===== src/rtl/multicycle_control_pkg.sv =====
// Shared datapath types: mux select encodings plus the rv32i opcode, operation and state constants.
// Pure type and constant definitions; no logic, no latency, no flow control.
package pcmux;
   typedef enum logic [1:0] {
      pc_plus4 = 2'b00,
      alu_out  = 2'b01,
      alu_mod2 = 2'b10
   } pcmux_sel_t;
endpackage

package alumux;
   typedef enum logic {
      rs1_out = 1'b0,
      pc_out  = 1'b1
   } alumux1_sel_t;

   typedef enum logic [2:0] {
      i_imm   = 3'b000,
      u_imm   = 3'b001,
      b_imm   = 3'b010,
      s_imm   = 3'b011,
      j_imm   = 3'b100,
      rs2_out = 3'b101
   } alumux2_sel_t;
endpackage

package regfilemux;
   typedef enum logic [3:0] {
      alu_out  = 4'd0,
      br_en    = 4'd1,
      u_imm    = 4'd2,
      lw       = 4'd3,
      pc_plus4 = 4'd4,
      lb       = 4'd5,
      lbu      = 4'd6,
      lh       = 4'd7,
      lhu      = 4'd8
   } regfilemux_sel_t;
endpackage

package cmpmux;
   typedef enum logic {
      rs2_out = 1'b0,
      i_imm   = 1'b1
   } cmpmux_sel_t;
endpackage

package rv32i_types;
   localparam logic [6:0] op_lui   = 7'b0110111;
   localparam logic [6:0] op_auipc = 7'b0010111;
   localparam logic [6:0] op_jal   = 7'b1101111;
   localparam logic [6:0] op_jalr  = 7'b1100111;
   localparam logic [6:0] op_br    = 7'b1100011;
   localparam logic [6:0] op_load  = 7'b0000011;
   localparam logic [6:0] op_store = 7'b0100011;
   localparam logic [6:0] op_imm   = 7'b0010011;
   localparam logic [6:0] op_reg   = 7'b0110011;

   // ALU codes reuse funct3 directly; the SLT/SLTU slots carry SRA/SUB since compares go to the comparator
   typedef enum logic [2:0] {
      alu_add = 3'b000,
      alu_sll = 3'b001,
      alu_sra = 3'b010,
      alu_sub = 3'b011,
      alu_xor = 3'b100,
      alu_srl = 3'b101,
      alu_or  = 3'b110,
      alu_and = 3'b111
   } alu_ops;

   typedef enum logic [2:0] {
      beq  = 3'b000,
      bne  = 3'b001,
      blt  = 3'b100,
      bge  = 3'b101,
      bltu = 3'b110,
      bgeu = 3'b111
   } branch_funct3_t;

   localparam logic [2:0] f3_add  = 3'b000;
   localparam logic [2:0] f3_slt  = 3'b010;
   localparam logic [2:0] f3_sltu = 3'b011;
   localparam logic [2:0] f3_sr   = 3'b101;
   localparam logic [2:0] f3_lb   = 3'b000;
   localparam logic [2:0] f3_lh   = 3'b001;
   localparam logic [2:0] f3_lw   = 3'b010;
   localparam logic [2:0] f3_lbu  = 3'b100;
   localparam logic [2:0] f3_lhu  = 3'b101;
   localparam logic [2:0] f3_sb   = 3'b000;
   localparam logic [2:0] f3_sh   = 3'b001;
   localparam logic [2:0] f3_sw   = 3'b010;

   typedef logic [3:0] state_t;
   localparam state_t s_fetch1    = 4'd0;
   localparam state_t s_fetch2    = 4'd1;
   localparam state_t s_fetch3    = 4'd2;
   localparam state_t s_decode    = 4'd3;
   localparam state_t s_imm       = 4'd4;
   localparam state_t s_reg       = 4'd5;
   localparam state_t s_lui       = 4'd6;
   localparam state_t s_auipc     = 4'd7;
   localparam state_t s_br        = 4'd8;
   localparam state_t s_jal       = 4'd9;
   localparam state_t s_jalr      = 4'd10;
   localparam state_t s_calc_addr = 4'd11;
   localparam state_t s_ld1       = 4'd12;
   localparam state_t s_ld2       = 4'd13;
   localparam state_t s_st1       = 4'd14;
   localparam state_t s_st2       = 4'd15;

   function automatic logic known_opcode(input logic [6:0] op);
      case (op)
         op_lui, op_auipc, op_jal, op_jalr, op_br,
         op_load, op_store, op_imm, op_reg: return 1'b1;
         default:                          return 1'b0;
      endcase
   endfunction

   function automatic logic [3:0] store_mask(input logic [2:0] f3, input logic [1:0] off);
      case (f3)
         f3_sb:   return 4'b0001 << off;
         f3_sh:   return 4'b0011 << off;
         f3_sw:   return 4'b1111;
         default: return 4'b1111;
      endcase
   endfunction
endpackage


===== src/rtl/multicycle_control.sv =====
// Multicycle rv32i control FSM; outputs are combinational from state and inputs (zero latency).
// Memory strobes hold until mem_resp; the FSM stalls in FETCH2/LD1/ST1 until the response pulse.
module multicycle_control
   import rv32i_types::*;
(
   input  logic                        clk,
   input  logic                        rst,
   input  logic [6:0]                  opcode,
   input  logic [2:0]                  funct3,
   input  logic                        funct7,
   input  logic                        br_en,
   input  logic [1:0]                  addr_lo,
   input  logic                        mem_resp,
   output logic                        load_pc,
   output logic                        load_ir,
   output logic                        load_regfile,
   output logic                        load_mar,
   output logic                        load_mdr,
   output logic                        load_data_out,
   output pcmux::pcmux_sel_t           pcmux_sel,
   output alumux::alumux1_sel_t        alumux1_sel,
   output alumux::alumux2_sel_t        alumux2_sel,
   output regfilemux::regfilemux_sel_t regfilemux_sel,
   output cmpmux::cmpmux_sel_t         cmpmux_sel,
   output logic                        marmux_sel,
   output alu_ops                      aluop,
   output branch_funct3_t              cmpop,
   output logic                        mem_read,
   output logic                        mem_write,
   output logic [3:0]                  mem_byte_enable
);

   state_t state;
   state_t next_state;

   always_ff @(posedge clk or posedge rst) begin
      if (rst) state <= s_fetch1;
      else     state <= next_state;
   end

   always_comb begin
      load_pc         = 1'b0;
      load_ir         = 1'b0;
      load_regfile    = 1'b0;
      load_mar        = 1'b0;
      load_mdr        = 1'b0;
      load_data_out   = 1'b0;
      pcmux_sel       = pcmux::pc_plus4;
      alumux1_sel     = alumux::rs1_out;
      alumux2_sel     = alumux::i_imm;
      regfilemux_sel  = regfilemux::alu_out;
      cmpmux_sel      = cmpmux::rs2_out;
      marmux_sel      = 1'b0;
      aluop           = alu_add;
      cmpop           = beq;
      mem_read        = 1'b0;
      mem_write       = 1'b0;
      mem_byte_enable = 4'b1111;
      case (state)
         s_fetch1: load_mar = 1'b1;
         s_fetch2: begin
            mem_read = 1'b1;
            load_mdr = 1'b1;
         end
         s_fetch3: load_ir = 1'b1;
         // An unknown opcode is skipped by simply stepping the PC
         s_decode: load_pc = !known_opcode(opcode);
         s_imm: begin
            load_regfile = 1'b1;
            load_pc      = 1'b1;
            aluop        = alu_ops'(funct3);
            if (funct3 == f3_slt || funct3 == f3_sltu) begin
               cmpop          = (funct3 == f3_slt) ? blt : bltu;
               cmpmux_sel     = cmpmux::i_imm;
               regfilemux_sel = regfilemux::br_en;
            end else if (funct3 == f3_sr && funct7) begin
               aluop = alu_sra;
            end
         end
         s_reg: begin
            load_regfile = 1'b1;
            load_pc      = 1'b1;
            alumux2_sel  = alumux::rs2_out;
            aluop        = alu_ops'(funct3);
            if (funct3 == f3_slt || funct3 == f3_sltu) begin
               cmpop          = (funct3 == f3_slt) ? blt : bltu;
               regfilemux_sel = regfilemux::br_en;
            end else if (funct3 == f3_add && funct7) begin
               aluop = alu_sub;
            end else if (funct3 == f3_sr && funct7) begin
               aluop = alu_sra;
            end
         end
         s_lui: begin
            load_regfile   = 1'b1;
            load_pc        = 1'b1;
            regfilemux_sel = regfilemux::u_imm;
         end
         s_auipc: begin
            load_regfile = 1'b1;
            load_pc      = 1'b1;
            alumux1_sel  = alumux::pc_out;
            alumux2_sel  = alumux::u_imm;
         end
         s_br: begin
            load_pc     = 1'b1;
            cmpop       = branch_funct3_t'(funct3);
            alumux1_sel = alumux::pc_out;
            alumux2_sel = alumux::b_imm;
            pcmux_sel   = br_en ? pcmux::alu_out : pcmux::pc_plus4;
         end
         s_jal: begin
            load_pc        = 1'b1;
            load_regfile   = 1'b1;
            alumux1_sel    = alumux::pc_out;
            alumux2_sel    = alumux::j_imm;
            pcmux_sel      = pcmux::alu_out;
            regfilemux_sel = regfilemux::pc_plus4;
         end
         s_jalr: begin
            load_pc        = 1'b1;
            load_regfile   = 1'b1;
            pcmux_sel      = pcmux::alu_mod2;
            regfilemux_sel = regfilemux::pc_plus4;
         end
         s_calc_addr: begin
            marmux_sel = 1'b1;
            load_mar   = 1'b1;
            if (opcode == op_store) begin
               alumux2_sel   = alumux::s_imm;
               load_data_out = 1'b1;
            end
         end
         s_ld1: begin
            mem_read = 1'b1;
            load_mdr = 1'b1;
         end
         s_ld2: begin
            load_regfile = 1'b1;
            load_pc      = 1'b1;
            case (funct3)
               f3_lb:   regfilemux_sel = regfilemux::lb;
               f3_lh:   regfilemux_sel = regfilemux::lh;
               f3_lbu:  regfilemux_sel = regfilemux::lbu;
               f3_lhu:  regfilemux_sel = regfilemux::lhu;
               default: regfilemux_sel = regfilemux::lw;
            endcase
         end
         s_st1: begin
            mem_write       = 1'b1;
            mem_byte_enable = store_mask(funct3, addr_lo);
         end
         s_st2: load_pc = 1'b1;
         default: ;
      endcase
   end

   always_comb begin
      next_state = s_fetch1;
      case (state)
         s_fetch1:    next_state = s_fetch2;
         s_fetch2:    next_state = mem_resp ? s_fetch3 : s_fetch2;
         s_fetch3:    next_state = s_decode;
         s_decode: begin
            case (opcode)
               op_imm:   next_state = s_imm;
               op_reg:   next_state = s_reg;
               op_lui:   next_state = s_lui;
               op_auipc: next_state = s_auipc;
               op_br:    next_state = s_br;
               op_jal:   next_state = s_jal;
               op_jalr:  next_state = s_jalr;
               op_load,
               op_store: next_state = s_calc_addr;
               default:  next_state = s_fetch1;
            endcase
         end
         s_calc_addr: next_state = (opcode == op_store) ? s_st1 : s_ld1;
         s_ld1:       next_state = mem_resp ? s_ld2 : s_ld1;
         s_st1:       next_state = mem_resp ? s_st2 : s_st1;
         default:     next_state = s_fetch1;
      endcase
   end

endmodule


===== config.mk =====
export PLATFORM = sky130hd
export DESIGN_NAME = multicycle_control
export DESIGN_NICKNAME = d
export VERILOG_FILES = /design/src/rtl/multicycle_control_pkg.sv /design/src/rtl/multicycle_control.sv
export SDC_FILE = /design/constraint.sdc
export NUM_CORES = 1
export LEC_CHECK = 0
export ABC_AREA = 1
export BUFFER_PORTS_ARGS = -buffer_cell sky130_fd_sc_hd__buf_2
export CAP_MARGIN = 20
export CORE_MARGIN = 3
export CORE_UTILIZATION = 40
export DETAILED_ROUTE_END_ITERATION = 10
export PLACE_DENSITY = 0.79
export SETUP_SLACK_MARGIN = 0.5
export SLEW_MARGIN = 10
export SYNTH_ARGS = -nofsm -noshare
export SYNTH_HDL_FRONTEND = slang
export SYNTH_SLANG_ARGS = --single-unit
export TNS_END_PERCENT = 1

===== constraint.sdc =====
create_clock -name clk -period 1.3 [get_ports clk]
set_clock_uncertainty 0.1 [all_clocks]
set_input_delay 0.065 -clock clk [delete_from_list [all_inputs] [get_ports clk]]
set_output_delay 0.065 -clock clk [all_outputs]
set_load 0.1 [all_outputs]

==> flow_summary_export.csv, run 1 <==
group,metric,value,unit
outcome,status,"aborted with a tool error",
outcome,haltStage,"3_5_place_dp",
outcome,error_line,"[ERROR DPL-0038] Utilization greater than 100%, impossible to legalize",
synthesis,synth.cell_area,712,µm²
synthesis,syn_nets,157,
placement,place_congestion,0.851,
synthesis,syn_avg_cell_area,5.09,µm²
synthesis,synth_cells,140,
synthesis,ys.warnings.count,0,
synthesis,yosysUniqueCellTypes,20,
synthesis,ys_ff_latch,4,
floorplan,core.rowCount,14,
placement,port_buffers,46,
floorplan,io_pins,47,
floorplan,start_util,44.7,%
floorplan,die_h,48.2,µm
floorplan,die_x,48.2,µm
synthesis,seq_area_frac_synth,14.1,%
[cell usage after synthesis]
library cell / number / share of area [%]
o22ai_1: 4 / 3.5
nand4_1: 4 / 3.5
o211ai_1: 2 / 2.1
nor2_1: 26 / 14
nand2_1: 34 / 18
a21boi_0: 1 / 1.1
nor3_1: 2 / 1.4
o31ai_1: 1 / 1.1
nor2_2: 2 / 1.8
dfrtp_1: 4 / 14
nand3_1: 10 / 7.0
a31o_2: 1 / 1.2
nor2_4: 1 / 1.6
buf_4: 1 / 1.1
nand2_2: 2 / 1.8
o21ai_0: 9 / 6.3
o311ai_0: 1 / 1.2
a21oi_1: 5 / 3.5
or2_2: 1 / 0.88
inv_1: 29 / 15
[stage by stage]
step	setup WS [ns]	TNS (ns)	area, µm²	hold WS, ns	std cells
global placement	-0.200	-2.44	1780	-0.152	239
floorplan	-0.779	-16.38	856	-0.269	140
[kinds of logic after synthesis]
group,share of synthesized area [%]
simple gates,49.6
buf+inv,16.3
flops,14.1
compound gates,20.0
==> run 2, diff against run 1 <==
--- a/config.mk
+++ b/config.mk
@@ -8,11 +8,10 @@
 export ABC_AREA = 1
 export BUFFER_PORTS_ARGS = -buffer_cell sky130_fd_sc_hd__buf_2
 export CAP_MARGIN = 20
-export CORE_MARGIN = 3
-export CORE_UTILIZATION = 40
+export CORE_AREA = 3 3 64 66
 export DETAILED_ROUTE_END_ITERATION = 10
-export PLACE_DENSITY = 0.79
-export SETUP_SLACK_MARGIN = 0.5
+export DIE_AREA = 0 0 67 69
+export PLACE_DENSITY_LB_ADDON = 0.15
 export SLEW_MARGIN = 10
 export SYNTH_ARGS = -nofsm -noshare
 export SYNTH_HDL_FRONTEND = slang
==> run 2 against run 1 <==
Compared with the run above:
- the flow now finishes, with violations (setup timing)
- synthesized area did not move
- synthesized cell count did not move
==> flow_summary_export.csv, run 2 <==
group,metric,value,unit
floorplan,io_pins,47,
floorplan,die_h,69,µm
synthesis,synth_area_leaders,"nand2_1 18%, inv_1 15%, dfrtp_1 14%",
synthesis,synth-edff-count,0,
global_route,grt_pass1_wl,5170,µm
outcome,violations,"setup timing",
floorplan,dieArea,4620,µm²
global_route,overflow,0,
sta,finalSetupViolations,32,
sta,fin_crit_sh,128,%
synthesis,synth_most_common_cell,"nand2_1",
outcome,status,"finished, violations left",
layout,multi_input_area,726,µm²
pwr,power.density,1270,nW/µm²
sta,slew_headroom,77.7,%
clock_network,ctsLongestPathBuffers,2,
global_route,grt_max_degree,7,
synthesis,synth_ff_type,"dfrtp_1",
synthesis,syn_avg_cell_area,5.09,µm²
worst_setup_path,arrival,1.50,ns
layout,final_util,55.6,%
pwr,power,2.56,mW
layout,insertedDiodeCount,0,
floorplan,die_x,67,µm
route,viasPerCell,4.42,
sta,finalHoldViolCount,0,
layout,num-fill-cells,346,
layout,final_common_cell,"buf_4",
synthesis,synthArstFlopShare,100,%
worst_setup_path,cp_max_fo,6,
floorplan,start_util,19.6,%
placement,place_congestion,0.815,
route,ant_nets,0,
clock_network,cts_num_sinks,4,
synthesis,ys_ff_latch,4,
pwr,ir_drop,0.00131,V
floorplan,core_area,3630,µm²
placement,port_buffers,46,
clock_network,clkLatencyLatePin,0.22,ns
layout,regArea,103,µm²
sta,hold_ws,0.131,ns
sta,rsz0062_at_grt,"true",
pwr,power.leakage,0.962,nW
worst_setup_path,setup.worst_path.end_class,"primary output",
layout,final_cell_mix,"32 x buf_4, 30 x buf_12, 27 x nand2_1, 22 x inv_1, 16 x buf_2",
synthesis,ys.warnings.count,0,
synthesis,synth.cell_area,712,µm²
min_path,hold_depth,5,
worst_setup_path,path_class,"reg -> out",
clock_network,cts_root_buf,"clkbuf_8",
layout,fin_nets,244,
worst_setup_path,worstSetupStartpointType,"flip-flop",
global_route,grt_pass1_vias,1247,
layout,top_register,"state",
placement,hpwl,2640,µm
global_route,globalRouteTotalUtil,13.7,%
sta,fmax,600,MHz
synthesis,seq_area_frac_synth,14.1,%
layout,drive_gt1_share,60.9,%
clock_network,cts_tree,"built",
job,drv_cap,0,
sta,worst_slack,-0.366,ns
worst_setup_path,worst_r2r_path_depth,8,
synthesis,syn_nets,157,
route,firstDrtPassIters,4,
layout,top_regs,"state: 4 flops",
sta,slew_violations,0,
synthesis,synth.top_cell.area_share,17.9,%
min_path,min_path_type,"in -> reg",
layout,largest_reg_flops,4,
synthesis,yosysUniqueCellTypes,20,
synthesis,synth_top_area_cell,"nand2_1",
route,wl,3020,µm
worst_setup_path,worstPathRequired,1.13,ns
route,initialDrtViolationCount,32,
clock_network,numCtsBuffers,3,
route,via_count,1206,
clock_network,h-tree-depth,1,
placement,post-place-ws,-0.220,ns
synthesis,synth_cells,140,
clock_network,clkTransAtPathRegs,0.03,ns
synthesis,synth_common_cells,"34 x nand2_1, 29 x inv_1, 26 x nor2_1",
route,avgRoutedWirePerCell,11.1,µm
floorplan,core.rowCount,22,
layout,syn2layout_area_growth,184,%
sta,worst_slew_pin_slew,0.331,ns
global_route,antenna_found_initial,0,
route,remaining_drc_errors,0,
sta,layout_min_cycle_time,1.67,ns
run 2: cell counts after synthesis:
No cell type changed its count.
run 2: final timing paths:
kind / from / end / slack [ns]
worst max-delay path: state[2]$_DFF_PP0_ / alumux2_sel[0] / -0.37
worst max register to register: state[3]$_DFF_PP0_ / state[1]$_DFF_PP0_ / -0.07
max in group asynchronous: rst / state[0]$_DFF_PP0_ / 0.75
min in group asynchronous: rst / state[2]$_DFF_PP0_ / 0.17
worst min register to register: state[2]$_DFF_PP0_ / state[2]$_DFF_PP0_ / 0.70
worst min-delay path: mem_resp / state[1]$_DFF_PP0_ / 0.13
run 2: layer usage:
metal  vias to the layer above  global-route usage, %  share of wire (%)
li1                        621                      -                  -
met1                       548                   14.6                 38
met2                        37                   26.7                 56
met3                         0                   3.58                5.8
met4                         0                   1.58                  0
met5                         -                      0                  0
run 2: logic make-up (layout without fill, tap and decap cells):
| family | count (synthesis) | after routing | share of synthesized area (%) |
|---|---|---|---|
| and+or+nand+nor | 82 | 82 | 49.6 |
| buffers and inverters | 30 | 115 | 16.3 |
| AOI/OAI and AO/OA | 24 | 24 | 20.0 |
| DFF | 4 | 4 | 14.1 |
run 2: where the power goes:
group | internal (mW) | switching [mW]
Sequential | 0.161 | 0.0526
Combinational | 0.813 | 1.28
Clock | 0.197 | 0.0614
Total | 1.17 | 1.39
run 2: layout make-up:
| class | instances | area share (%) |
|---|---|---|
| inverter | 29 | 5.70 |
| sequential | 4 | 5.08 |
| timing repair buffer | 83 | 48.3 |
| clock buffer | 3 | 2.04 |
| multi-input combinational | 106 | 35.9 |
| tap | 48 | 2.97 |
run 2: metrics by stage:
step	area, µm²	TNS, ns	instances
2_1_floorplan	856	-16.38	140
3_3_place_gp	1850	-2.95	268
3_5_place_dp	1850	-3.62	268
4_1_cts	1990	-8.54	273
5_1_grt	2020	-10.65	273
6_report	2020	-8.31	273
run 2: timing repair:
action / in CTS / in global routing
setup buffers: 1 / 0
pin swaps: 7 / 4
endpoints found under the hold margin: 4 / 0
resized for setup: 27 / 9
endpoints found under the setup margin: 34 / 34
hold buffers: 1 / 0
run 2: worst max-delay path: stages (launching register included):
cell,delay (ns)
dfrtp_1,0.40
inv_2,0.14
nand2_8,0.09
nor2_4,0.10
nand4_1,0.19
o21ai_2,0.15
buf_12,0.20
Power figures use the tool's default switching activity.
